### config.mk
export PLATFORM = sky130hd
export DESIGN_NAME = fetch_ctrl
export DESIGN_NICKNAME = d
export VERILOG_FILES = /design/src/rtl/fetch_ctrl.sv
export SDC_FILE = /design/constraint.sdc
export NUM_CORES = 1
export LEC_CHECK = 0
export CAP_MARGIN = 15
export CORE_AREA = 2 2 194 196
export DETAILED_ROUTE_END_ITERATION = 12
export DIE_AREA = 0 0 196 198
export GPL_TIMING_DRIVEN = 0
export PLACE_DENSITY_LB_ADDON = 0.05
export SLEW_MARGIN = 25
export SYNTH_ARGS = -nofsm -noshare
export SYNTH_HDL_FRONTEND = slang
export SYNTH_SLANG_ARGS = --single-unit
export TNS_END_PERCENT = 100
### constraint.sdc
create_clock -name clk -period 2.55 [get_ports clk]
set_input_delay 0.3825 -clock clk [delete_from_list [all_inputs] [get_ports clk]]
set_output_delay 0.3825 -clock clk [all_outputs]
set_load 0.01 [all_outputs]
### src/rtl/fetch_ctrl.sv
`default_nettype none
// ============================================================================
//  Module      : fetch_ctrl
//  Description : IF-stage sequencer owning the fetch PC and the imem
//                request/ack handshake, with stall, flush and skid support.
//  Revision    : 1.0  initial release
// ============================================================================
module fetch_ctrl #(
    parameter logic [31:0] RESET_PC = 32'h0000_0000
) (
    input  logic        clk,
    input  logic        rst,
    input  logic        stall_i,
    input  logic        flush_i,
    input  logic [31:0] flush_pc_i,
    input  logic        prdt_taken_i,
    input  logic [31:0] prdt_target_i,
    output logic        imem_req_o,
    output logic [31:0] imem_addr_o,
    input  logic        imem_ack_i,
    input  logic [31:0] imem_rdata_i,
    output logic [31:0] pc_o,
    output logic [31:0] inst_o,
    output logic        inst_valid_o,
    output logic        stallreq_o
);

    typedef enum logic [1:0] {
        S_BOOT  = 2'd0,
        S_FETCH = 2'd1,
        S_HOLD  = 2'd2,
        S_DRAIN = 2'd3
    } state_t;

    state_t      state_q, state_d;
    logic [31:0] fetch_pc_q, fetch_pc_d;
    logic [31:0] redir_pc_q, redir_pc_d;
    logic [31:0] skid_pc_q, skid_pc_d;
    logic [31:0] skid_inst_q, skid_inst_d;
    logic [31:0] pc_q, pc_d;
    logic [31:0] inst_q, inst_d;
    logic        valid_q, valid_d;

    logic [31:0] w_next_pc;
    logic [31:0] w_flush_pc;

    assign w_flush_pc = {flush_pc_i[31:2], 2'b00};
    assign w_next_pc  = prdt_taken_i ? {prdt_target_i[31:2], 2'b00}
                                     : (fetch_pc_q + 32'd4);

    assign imem_req_o   = (state_q == S_FETCH) || (state_q == S_DRAIN);
    assign imem_addr_o  = fetch_pc_q;
    assign stallreq_o   = imem_req_o & ~imem_ack_i;
    assign pc_o         = pc_q;
    assign inst_o       = inst_q;
    assign inst_valid_o = valid_q;

    always_comb begin
        state_d     = state_q;
        fetch_pc_d  = fetch_pc_q;
        redir_pc_d  = redir_pc_q;
        skid_pc_d   = skid_pc_q;
        skid_inst_d = skid_inst_q;
        pc_d        = pc_q;
        inst_d      = inst_q;
        valid_d     = valid_q;

        // A flush empties the IF/ID boundary and the skid regardless of state.
        if (flush_i) begin
            pc_d        = 32'd0;
            inst_d      = 32'd0;
            valid_d     = 1'b0;
            skid_pc_d   = 32'd0;
            skid_inst_d = 32'd0;
        end

        case (state_q)
            S_BOOT: begin
                state_d = S_FETCH;
                if (flush_i) fetch_pc_d = w_flush_pc;
            end
            S_FETCH: begin
                if (flush_i) begin
                    if (imem_ack_i) begin
                        fetch_pc_d = w_flush_pc;
                    end else begin
                        redir_pc_d = w_flush_pc;
                        state_d    = S_DRAIN;
                    end
                end else if (imem_ack_i) begin
                    fetch_pc_d = w_next_pc;
                    if (stall_i) begin
                        skid_pc_d   = fetch_pc_q;
                        skid_inst_d = imem_rdata_i;
                        state_d     = S_HOLD;
                    end else begin
                        pc_d    = fetch_pc_q;
                        inst_d  = imem_rdata_i;
                        valid_d = 1'b1;
                    end
                end else if (!stall_i) begin
                    pc_d    = 32'd0;
                    inst_d  = 32'd0;
                    valid_d = 1'b0;
                end
            end
            S_HOLD: begin
                if (flush_i) begin
                    fetch_pc_d = w_flush_pc;
                    state_d    = S_FETCH;
                end else if (!stall_i) begin
                    pc_d    = skid_pc_q;
                    inst_d  = skid_inst_q;
                    valid_d = 1'b1;
                    state_d = S_FETCH;
                end
            end
            S_DRAIN: begin
                // The old address stays on the bus; the redirect waits in redir_pc.
                if (imem_ack_i) begin
                    fetch_pc_d = flush_i ? w_flush_pc : redir_pc_q;
                    state_d    = S_FETCH;
                end else if (flush_i) begin
                    redir_pc_d = w_flush_pc;
                end
            end
            default: state_d = S_BOOT;
        endcase
    end

    always_ff @(posedge clk) begin
        if (rst) begin
            state_q     <= S_BOOT;
            fetch_pc_q  <= {RESET_PC[31:2], 2'b00};
            redir_pc_q  <= 32'd0;
            skid_pc_q   <= 32'd0;
            skid_inst_q <= 32'd0;
            pc_q        <= 32'd0;
            inst_q      <= 32'd0;
            valid_q     <= 1'b0;
        end else begin
            state_q     <= state_d;
            fetch_pc_q  <= fetch_pc_d;
            redir_pc_q  <= redir_pc_d;
            skid_pc_q   <= skid_pc_d;
            skid_inst_q <= skid_inst_d;
            pc_q        <= pc_d;
            inst_q      <= inst_d;
            valid_q     <= valid_d;
        end
    end

endmodule
`default_nettype wire

# After elaboration in Yosys (flattened, before gate mapping)
# Cells that the tools add are included.
# totals
inputBits	102
reg_bits	195
# classes
add_sub_neg	1
eq_ne	13
reduce_logical	7
bitwise	2
mux	53
# op_table
cell	count
2-to-1 mux 32 bit	34
case mux 32 bit (2 select lines)	3
case mux 32 bit (3 select lines)	1
adder 32 x 3 -> 32 bit (second input constant)	1
2-to-1 mux 2 bit	7
!= test 3 bit (second input constant)	4
!= test 2 bit (second input constant)	5
case mux 2 bit (4 select lines)	1
2-to-1 mux 1 bit	6
AND reduction 5 bit	1
equality test 2 bit (second input constant)	2
AND reduction 4 bit	1
AND reduction 3 bit	1
equality test 2 x 1 -> 1 bit (second input constant)	1
zero test 2 bit	1
!= test 2 x 1 -> 1 bit (second input constant)	1
case mux 1 bit (2 select lines)	1
nonzero test 2 bit	1
OR reduction 2 bit	1
AND 1 bit	1
logical OR 1 bit	1
inverter 1 bit	1

# Logic depth before layout (Yosys ltp)
# logic_depth
word_depth	5
mapped_depth	11

# Least setup slack after synthesis
# No wires, ideal clock.
# synth_path
kind	register to register
startpoint	register state_q[0]
endpoint	register fetch_pc_q[24], in the netlist imem_addr_o[24]
path_stages_with_launch	10
path_slack_ps	291
arrival_time_ps	2138
n_path_buf	2
required_ps	2430
path_cell_list	dfxtp_1 inv_1 ha_1 or2_2 a21boi_0 clkbuf_1 clkbuf_1 o2111ai_1 nor3_1 nor3_1
# synth_between
elab_chain_len	4
word_cells_on_any_way	10
# synth_rtl
element	line_no	rtl
start: declaration	35	state_t state_q, state_d;
start signal: assignment	142	state_q <= state_d;
equality test 2 bit / zero test 2 bit (equally long branches)	77	case (state_q)
OR reduction 2 bit (no source line)	-	
!= test 2 x 1 -> 1 bit (no source line)	-	
AND reduction 3 bit (no source line)	-	
end signal: assignment	134	fetch_pc_q <= {RESET_PC[31:2], 2'b00};
end signal: assignment	143	fetch_pc_q <= fetch_pc_d;
end: declaration	36	logic [31:0] fetch_pc_q, fetch_pc_d;
# Several ways; a longest one is shown, not always the timed one.
# A chain may end at the register's enable or synchronous reset.

# Final worst setup path
# layout_path
startpoint	register fetch_pc_q[9], in the netlist imem_addr_o[9]
endpoint	register fetch_pc_q[27], in the netlist imem_addr_o[27]
# layout_between
elab_chain_len	5
# layout_rtl
element	line_no	rtl
adder 32 x 3 -> 32 bit	49	: (fetch_pc_q + 32'd4);
2-to-1 mux 32 bit	48	assign w_next_pc = prdt_taken_i ? {prdt_target_i[31:2], 2'b00}
2-to-1 mux 32 bit	90	end else if (imem_ack_i) begin
2-to-1 mux 32 bit	83	if (flush_i) begin
case mux 32 bit (3 select lines)	77	
# Every way passes these cells. The select of a mux whose other input is x is not followed.

==> results_dict.tcl <==
set metrics [dict create \
    drt_iter0_drc 803 \
    finalSetupViolations 0 \
    syn_to_final_growth_pct 36.3 \
    core_area_um2 37000 \
    layout_min_cycle_time_ps 2520 \
    grt_pass1_wl_um 57200 \
    post_drt_wl_per_cell_um 21.5 \
    final_util_pct 33.6 \
    ys.flop_type "dfxtp_1" \
    min_period_over_period_pct 98.6 \
    synth-compound-area-share_pct 32.0 \
    r2r_cells 6 \
    finalSetupTns_ps 0 \
    end_kind "flop" \
    timing.final.ws_setup_ps 34.5 \
    slew_headroom_pct 46.3 \
    pre_cts_ws_ps -897 \
    power_density_nw_per_um2 655 \
    max_cap_violations 0 \
    grt.total_usage_pct 19.7 \
    place_congestion 0.857 \
    worstSkewPairLatency_ps 460 \
    syn_nets 1206 \
    crit_slowest_cell "or4_4" \
    cts_tree "yes" \
    min-delay-start "redir_pc_q[6]" \
    crit_top_cell "or4_4" \
    synth_fa_ha_area_share_pct 0.687 \
    whs_ps 456 \
    cts.hold.buffers_added 0 \
    synth-edff-count 0 \
    ys_seq_elements 195 \
    synth.area.mux_share_pct 1.02 \
    portBuffers 195 \
    critPathRequiredTime_ps 2890 \
    cts_max_path_buffers 2 \
    gr-total-overflow 0 \
    ys_types 60 \
    ant_nets 0 \
    synthesis.area_um2 9110 \
    synth_top_family_by_area "compound AO/OA/AOI/OAI gates" \
    initial_core_util_pct 24.6 \
    grt_max_degree 20 \
    hpwl_um 29000 \
    synth_cells 1099 \
    core.rowCount 71 \
    slew_viol_final 0 \
    post-cts-setup-buffers 0 \
    clk_pin_slew_ps 80 \
    remaining_drc_errors 0 \
    holdPathStages 2 \
    grt_pass1_vias 8806 \
    final_cell_count_no_fill 1799 \
    cts.sinks 195 \
    outcome "finished, final reports clean" \
    slowest_delay_ps 600 \
    vias 9363 \
    cts_root_buf "clkbuf_16" \
    reg2reg_slack_ps 30 \
    finalNetCount 1419 \
    dieArea_um2 38800 \
    r2r-end "imem_addr_o[27]" \
    viasPerCell 5.20 \
    synth_seq_area_share_pct 42.9 \
    synth-simple-area-share_pct 17.0 \
    fmax_mhz 398 \
    drive_gt1_share_pct 7.70 \
    p_leak_nw 4.22 \
    cp_max_fo 9 \
    ios 201 \
    min_path_type "flop to flop" \
    crit_type "flop to flop" \
    start_kind "flop" \
    max-vdd-ir-drop_mv 0.491 \
    numCtsBuffers 17 \
    crit_arrival_ps 2860 \
    num_antenna_cells 0 \
    die_y_um 198 \
    fin_skew_ps 12.0 \
    dr.pass1.iters 6 \
    htree_levels 4 \
    die_x_um 196 \
    path_cells "clkbuf_4, nand4_1, or4_4, or4_4, o2111ai_2, or3b_1" \
    async_reset_ff_share_pct 0 \
    wl_um 38600 \
    hold_viol_final 0 \
    synthXorXnorAreaFrac_pct 0.865 \
    whs_endpoint "redir_pc_q[6]" \
    rr_startpoint "imem_addr_o[9]" \
    dp_cells 1769 \
    worst_pin_slew_ps 805 \
    synth_warnings 0 \
    antenna_found_initial 0 \
    syn_area_per_cell_um2 8.29 \
]
cell usage after synthesis (all sizes together), types with 10 or more instances:
library cell	instances	share of area, %
a21oi	56	3.1
and3	10	0.69
o211ai	20	1.6
dfxtp	195	43
clkbuf	100	4.1
a22oi	154	13
nand4	10	0.76
nor3	17	0.93
nor2	156	6.4
a22o	66	6.3
nand3	18	0.99
inv	17	0.70
buf	14	0.71
nand2	94	3.9
o21ai	41	2.3
cell usage in the layout, fill, tap and decap left out, types with 5 or more instances in the layout:
cell | synthesis | routed
clkdlybuf4s50_1 | 0 | 195
dfxtp_1 | 195 | 193
nor2_1 | 156 | 154
a22oi_1 | 154 | 153
nand2_1 | 94 | 94
clkbuf_1 | 100 | 76
a22o_1 | 66 | 66
a21oi_1 | 56 | 54
o21ai_0 | 41 | 39
o211ai_1 | 20 | 20
nand3_1 | 18 | 18
inv_1 | 17 | 17
clkbuf_16 | 0 | 17
nor3_1 | 17 | 16
buf_2 | 10 | 13
clkbuf_2 | 0 | 13
nand4_1 | 9 | 9
nand2b_1 | 8 | 8
and3_1 | 10 | 8
mux2i_1 | 7 | 7
a31oi_1 | 8 | 7
a32oi_1 | 6 | 6
nor4_1 | 8 | 6
clkbuf_4 | 0 | 5
and4_1 | 5 | 5
a221oi_1 | 5 | 5
xor2_1 | 5 | 5
inv_6 | 0 | 5
registers in the layout (all words and copies together) (netlist names):
name / flops
inst_o: 32
pc_o: 32
skid_pc_q: 32
skid_inst_q: 32
redir_pc_q: 32
inst_valid_o: 1
state_q: 2
imem_addr_o: 32
per-stage QoR:
step                      total power [mW]  area (µm²)
after floorplan                       4.37        9110
after global placement                5.38       11700
after detailed placement              5.38       11700
after CTS                             8.18       12300
after global routing                  8.50       12400
final                                 8.13       12400
how the worst max path moves through the flow:
| stage | slack, ps | cells after the start | end | start |
|---|---|---|---|---|
| after global routing | -20 | 6 | imem_addr_o[27] | imem_addr_o[10] |
| final | 30 | 6 | imem_addr_o[27] | imem_addr_o[9] |
| after CTS | 0.6 | 9 | imem_addr_o[30] | flush_i |
| after floorplan | 290 | 9 | imem_addr_o[24] | state_q[0] |
| after detailed placement | -900 | 7 | imem_addr_o[9] | flush_i |
| after global placement | -920 | 7 | imem_addr_o[9] | flush_i |
per-layer routing:
metal	up-vias	GRT usage (%)	part of all wire (%)
li1	4509	-	-
met1	4527	28.0	49
met4	0	6.34	2.1
met5	-	0	0
met3	40	3.34	4.8
met2	287	30.3	44
worst max-delay path: cells and delay by family, from the launching register on:
| kind | cells | cell delay, ps |
|---|---|---|
| buffers and inverters | 1 | 230 |
| AO/OA/AOI/OAI | 1 | 100 |
| flip-flops | 1 | 400 |
| AND/OR/NAND/NOR | 4 | 1670 |
where the power goes:
part | switching (mW) | internal (mW) | leakage, nW
combinational | 1.23 | 0.754 | 2.36
sequential | 0.230 | 3.18 | 1.58
clock | 1.42 | 1.30 | 0.276
total | 2.89 | 5.24 | 4.22
cell type report:
| type | count | area [µm²] |
|---|---|---|
| Inverter | 17 | 63.8 |
| Tap cell | 474 | 593 |
| Sequential cell | 195 | 3910 |
| Timing Repair Buffer | 196 | 1960 |
| Buffer | 112 | 494 |
| Clock inverter | 15 | 143 |
| Multi-Input combinational cell | 773 | 4820 |
| Clock buffer | 17 | 425 |
| Fill cell | 3932 | 24500 |
timing repair:
action                     CTS  global route
setup endpoints to repair  103           175
gates resized for setup     40            35
hold endpoints to repair     0             0
pin swaps                    0             3
cell families (layout without fill, tap and decap cells):
family                   after synthesis  after routing
flip-flops                           195            195
AO/OA/AOI/OAI                        403            403
multiplexers                           9              9
AND/OR/NAND/NOR                      347            347
buffers and inverters                131            357
adder cells (fa/ha/maj)                5              5
XOR/XNOR                               9              9
(Power assumes the default switching activity.)
